File: src/rtl/phy_tx_sched.sv
// phy_tx_sched: brings a two-lane PHY link up through a fixed-length training
// phase, then merges two byte sources onto the lanes round-robin. All lane
// outputs and the enable are registered; tx_count totals bytes sent since reset.
module phy_tx_sched #(
  parameter int unsigned TRAIN_CYCLES = 4,
  parameter logic [7:0]  IDLE_SYM     = 8'hBC
) (
  input  logic        clk_f,
  input  logic        reset_L,
  input  logic        link_en,
  input  logic [7:0]  src_data_a,
  input  logic [7:0]  src_data_b,
  input  logic        src_valid_a,
  input  logic        src_valid_b,
  output logic        src_ready_a,
  output logic        src_ready_b,
  output logic [7:0]  phy_data_0,
  output logic [7:0]  phy_data_1,
  output logic        phy_valid_0,
  output logic        phy_valid_1,
  output logic        phy_enable,
  output logic [1:0]  link_state,
  output logic [15:0] tx_count
);

  typedef enum logic [1:0] {
    ST_OFF    = 2'b00,
    ST_TRAIN  = 2'b01,
    ST_ACTIVE = 2'b10
  } state_t;

  localparam logic [7:0] TRAIN_LOAD = 8'(TRAIN_CYCLES - 1);

  state_t      state;
  state_t      state_nxt;
  logic [7:0]  train_cnt;
  logic        rr_ptr;
  logic        ready;
  logic        xfer_a;
  logic        xfer_b;

  logic [7:0]  d0_nxt;
  logic [7:0]  d1_nxt;
  logic        v0_nxt;
  logic        v1_nxt;
  logic        en_nxt;
  logic        rr_nxt;

  // Sources are accepted only while the link is active and still requested.
  assign ready       = (state == ST_ACTIVE) && link_en;
  assign src_ready_a = ready;
  assign src_ready_b = ready;
  assign xfer_a      = src_valid_a && ready;
  assign xfer_b      = src_valid_b && ready;
  assign link_state  = state;

  // Next-state selection; a dropped link_en beats every other transition.
  always_comb begin
    state_nxt = ST_OFF;
    case (state)
      ST_OFF:    state_nxt = link_en ? ST_TRAIN : ST_OFF;
      ST_TRAIN:  begin
        if (!link_en)             state_nxt = ST_OFF;
        else if (train_cnt == '0) state_nxt = ST_ACTIVE;
        else                      state_nxt = ST_TRAIN;
      end
      ST_ACTIVE: state_nxt = link_en ? ST_ACTIVE : ST_OFF;
      default:   state_nxt = ST_OFF;
    endcase
  end

  // Lane contents and round-robin pointer for the coming cycle, derived from
  // the next state so outputs always agree with link_state after the edge.
  always_comb begin
    d0_nxt = '0;
    d1_nxt = '0;
    v0_nxt = 1'b0;
    v1_nxt = 1'b0;
    en_nxt = 1'b0;
    rr_nxt = rr_ptr;
    case (state_nxt)
      ST_TRAIN: begin
        d0_nxt = IDLE_SYM;
        d1_nxt = IDLE_SYM;
        en_nxt = 1'b1;
      end
      ST_ACTIVE: begin
        d0_nxt = IDLE_SYM;
        d1_nxt = IDLE_SYM;
        en_nxt = 1'b1;
        if (xfer_a && xfer_b) begin
          d0_nxt = rr_ptr ? src_data_b : src_data_a;
          d1_nxt = rr_ptr ? src_data_a : src_data_b;
          v0_nxt = 1'b1;
          v1_nxt = 1'b1;
          rr_nxt = ~rr_ptr;
        end else if (xfer_a) begin
          d0_nxt = src_data_a;
          v0_nxt = 1'b1;
          rr_nxt = 1'b1;
        end else if (xfer_b) begin
          d0_nxt = src_data_b;
          v0_nxt = 1'b1;
          rr_nxt = 1'b0;
        end
      end
      default: ;
    endcase
  end

  // Link FSM with registered lane outputs, training counter and byte tally.
  always_ff @(posedge clk_f or negedge reset_L) begin
    if (!reset_L) begin
      state       <= ST_OFF;
      train_cnt   <= '0;
      rr_ptr      <= 1'b0;
      tx_count    <= '0;
      phy_data_0  <= '0;
      phy_data_1  <= '0;
      phy_valid_0 <= 1'b0;
      phy_valid_1 <= 1'b0;
      phy_enable  <= 1'b0;
    end else begin
      state       <= state_nxt;
      rr_ptr      <= rr_nxt;
      tx_count    <= tx_count + 16'(xfer_a) + 16'(xfer_b);
      phy_data_0  <= d0_nxt;
      phy_data_1  <= d1_nxt;
      phy_valid_0 <= v0_nxt;
      phy_valid_1 <= v1_nxt;
      phy_enable  <= en_nxt;
      if (state != ST_TRAIN && state_nxt == ST_TRAIN)
        train_cnt <= TRAIN_LOAD;
      else if (state == ST_TRAIN && train_cnt != '0)
        train_cnt <= train_cnt - 8'd1;
    end
  end

endmodule

File: config.mk
export PLATFORM = sky130hd
export DESIGN_NAME = phy_tx_sched
export DESIGN_NICKNAME = d
export VERILOG_FILES = /design/src/rtl/phy_tx_sched.sv
export SDC_FILE = /design/constraint.sdc
export NUM_CORES = 1
export LEC_CHECK = 0
export BUFFER_PORTS_ARGS = -buffer_cell sky130_fd_sc_hd__buf_2
export CORE_UTILIZATION = 51
export CTS_CLUSTER_SIZE = 10
export DETAILED_ROUTE_END_ITERATION = 12
export MAX_ROUTING_LAYER = met4
export PLACE_DENSITY = 0.78
export REMOVE_ABC_BUFFERS = 1
export SLEW_MARGIN = 0
export SYNTH_ARGS = -nofsm -noshare
export SYNTH_HDL_FRONTEND = slang
export SYNTH_SLANG_ARGS = --single-unit
export TNS_END_PERCENT = 100
File: constraint.sdc
create_clock -name clk_f -period 3.5 [get_ports clk_f]
set_input_delay 0.525 -clock clk_f [delete_from_list [all_inputs] [get_ports clk_f]]
set_output_delay 0.525 -clock clk_f [all_outputs]
set_load 0.1 [all_outputs]
==> impl_metrics.tcl <==
set metrics [dict create \
    slew_headroom_pct 34.2 \
    grt_max_degree 47 \
    dpl.cell_count 304 \
    fin_crit_sh_pct 82.5 \
    dpl_cell_area_um2 2470 \
    crit_fanout 7 \
    run_status "complete, no violations" \
    crit_arrival_ns 3.08 \
    final_antenna_net_count 0 \
    dieArea_um2 4480 \
    timing.hold.ws_ns 0.388 \
    seq_area_um2 1150 \
    viasPerCell 5.40 \
    max_cap_violations 0 \
    gp_congestion 0.766 \
    drive_gt1_share_pct 26.8 \
    setup_viol 0 \
    synth_ff_type "dfrtp_1" \
    worst_pin_slew_ns 0.987 \
    antenna_cells 0 \
    worstSkewPairLatency_ns 0.29 \
    period_needed_ns 2.89 \
    firstDrtPassIters 4 \
    ys_warn_count 0 \
    multi_input_area_um2 913 \
    critPathRequiredTime_ns 3.69 \
    yosys.area.top_type_share_pct 53.5 \
    die_w_um 66.9 \
    grtUsageTotal_pct 21.7 \
    peakVddDrop_mv 0.531 \
    post-route-drc-count 0 \
    drt_first_iter_violations 84 \
    core_um2 4030 \
    clock_skew_ns 0.00323 \
    yosysTopAreaCell "dfrtp_1" \
    cts_tree "done" \
    ys_seq_area_share_pct 53.5 \
    finalHoldViolations 0 \
    power_density_nw_per_um2 650 \
    ys_ff_latch 46 \
    p_leak_uw 0.00135 \
    start_util_pct 53.4 \
    grt_pass1_wl_um 7000 \
    endpoint_kind "flip-flop" \
    drv_slew 0 \
    synth_most_common_cell "dfrtp_1" \
    clock.fmax_mhz 346 \
    dp_hpwl_um 3090 \
    rsz0062_at_grt "false" \
    worstSetupPathType "flip-flop to flip-flop" \
    clock_path_buffers 2 \
    ctsRootBufferMaster "clkbuf_8" \
    postSynthAreaPerCell_um2 10.7 \
    cts_buffers 5 \
    clock-sinks 46 \
    synth.distinct_cells 42 \
    die_h_um 66.9 \
    clk_pin_slew_ns 0.08 \
    finalNonFillerCells 311 \
    nFillCells 349 \
    hold_buffers 0 \
    ios 60 \
    postCtsSetupRepairBufs 0 \
    dr_total_vias 1680 \
    final_nets 287 \
    numPortBuffers 59 \
    cts_max_level 2 \
    grt_remaining_overflow 0 \
    syn_inst 201 \
    fin_util_pct 63.4 \
    area_delta_synth_final_pct 18.7 \
    rows 23 \
    start_kind "flip-flop" \
    antenna_found_initial 0 \
    synthTopCellsByArea "dfrtp_1 (54%), nand2_1 (4.5%), xnor2_1 (4.5%)" \
    wl_per_cell_um 13.6 \
    synth_common_cells "dfrtp_1 (46), nand2_1 (26), inv_1 (14)" \
    synthArstFlopShare_pct 100 \
    wl_um 4220 \
    synth_area_um2 2150 \
    hp-class "primary input to async pin" \
    post_cts_resized 0 \
    grt_pass1_vias 1565 \
    synth-edff-count 0 \
    fin_area_um2 2550 \
]
placed cells by master (no fill, tap or decap), types with 2 or more instances in the layout:
master and instances:
buf_2 59, dfrtp_1 46, nand2_1 26, inv_1 14
xnor2_1 11, nand3_1 8, nand2b_1 7, nor2_1 7
nor2b_1 7, o21ai_0 6, a211oi_1 5, o221ai_1 5
nor3_1 5, clkbuf_8 5, mux2i_1 4, xor2_1 4
ha_1 4, nand4_1 3, nor4_1 3, and3_1 3
a221oi_1 3, o31ai_1 2, a21oi_1 2, a211o_1 2
o211ai_1 2, clkinv_2 2
cell families (layout without fill, tap and decap cells):
group	count (synthesis)	count (layout)	share of synthesized area, %
buf+inv	20	80	4.01
flops	46	46	53.5
simple gates	75	75	17.7
fa+ha+maj	5	5	3.26
compound gates	36	36	13.5
mux	4	4	1.86
xor+xnor	15	15	6.11
area by class of cell:
| type | instances | area share, % |
|---|---|---|
| sequential | 46 | 45.1 |
| multi-input combinational | 135 | 35.8 |
| timing repair buffer | 59 | 11.6 |
| clock buffer | 5 | 2.69 |
| tap | 50 | 2.45 |
| inverter | 14 | 2.06 |
| clock inverter | 2 | 0.392 |
worst paths after layout:
kind                         startpoint  cells past startpoint             to  slack (ns)
max in group asynchronous       reset_L                      1   tx_count[11]        2.50
min in group clk_f         tx_count[15]                      1   tx_count[15]        0.47
max                        train_cnt[0]                     10  phy_data_0[0]        0.61
max reg2reg                train_cnt[0]                     10  phy_data_0[0]        0.61
min reg2reg                tx_count[15]                      1   tx_count[15]        0.47
min                             reset_L                      1  phy_data_0[5]        0.39
report_power, final:
part	leakage [uW]	switching, uW	internal [uW]	total [uW]
Combinational	0.000687	530	155	685
Sequential	0.000614	61.5	612	673
Clock	0.0000438	167	134	301
Total	0.00135	759	901	1660
metrics by stage:
step / worst slack (ns) / total power, uW / setup TNS, ns
finish: 0.611 / 1660 / 0
global route: 0.453 / 1740 / 0
CTS: 0.655 / 1670 / 0
detailed placement: 0.604 / 1370 / 0
global placement: 0.667 / 1360 / 0
floorplan: -1.11 / 1240 / -12.70
state kept, by name, summed over array words and instances (netlist names):
register and count:
phy_enable 1, phy_data_0 8, phy_data_1 8, phy_valid_1 1, rr_ptr 1, link_state 2, train_cnt 8, tx_count 16
phy_valid_0 1
per-layer routing:
metal / track usage (%) / wire, um / part of all wire [%] / up-vias
met3: 5.14 / 172 / 4.1 / 6
li1: - / - / - / 824
met1: 26.6 / 1910 / 45 / 812
met5: - / 0 / 0 / -
met4: 7.18 / 55 / 1.3 / 0
met2: 35.1 / 2080 / 49 / 38
worst max-delay path: stages (launching register included):
cell and delay (ns):
dfrtp_1 0.40, inv_1 0.10, ha_1 0.18, or3b_1 0.50, or3_1 0.39, nand3b_1 0.12, ha_1 0.22, inv_1 0.09
nor2_1 0.38, nand2_1 0.18, a221oi_1 0.24
Note: power is estimated with default switching activity, not from simulation.
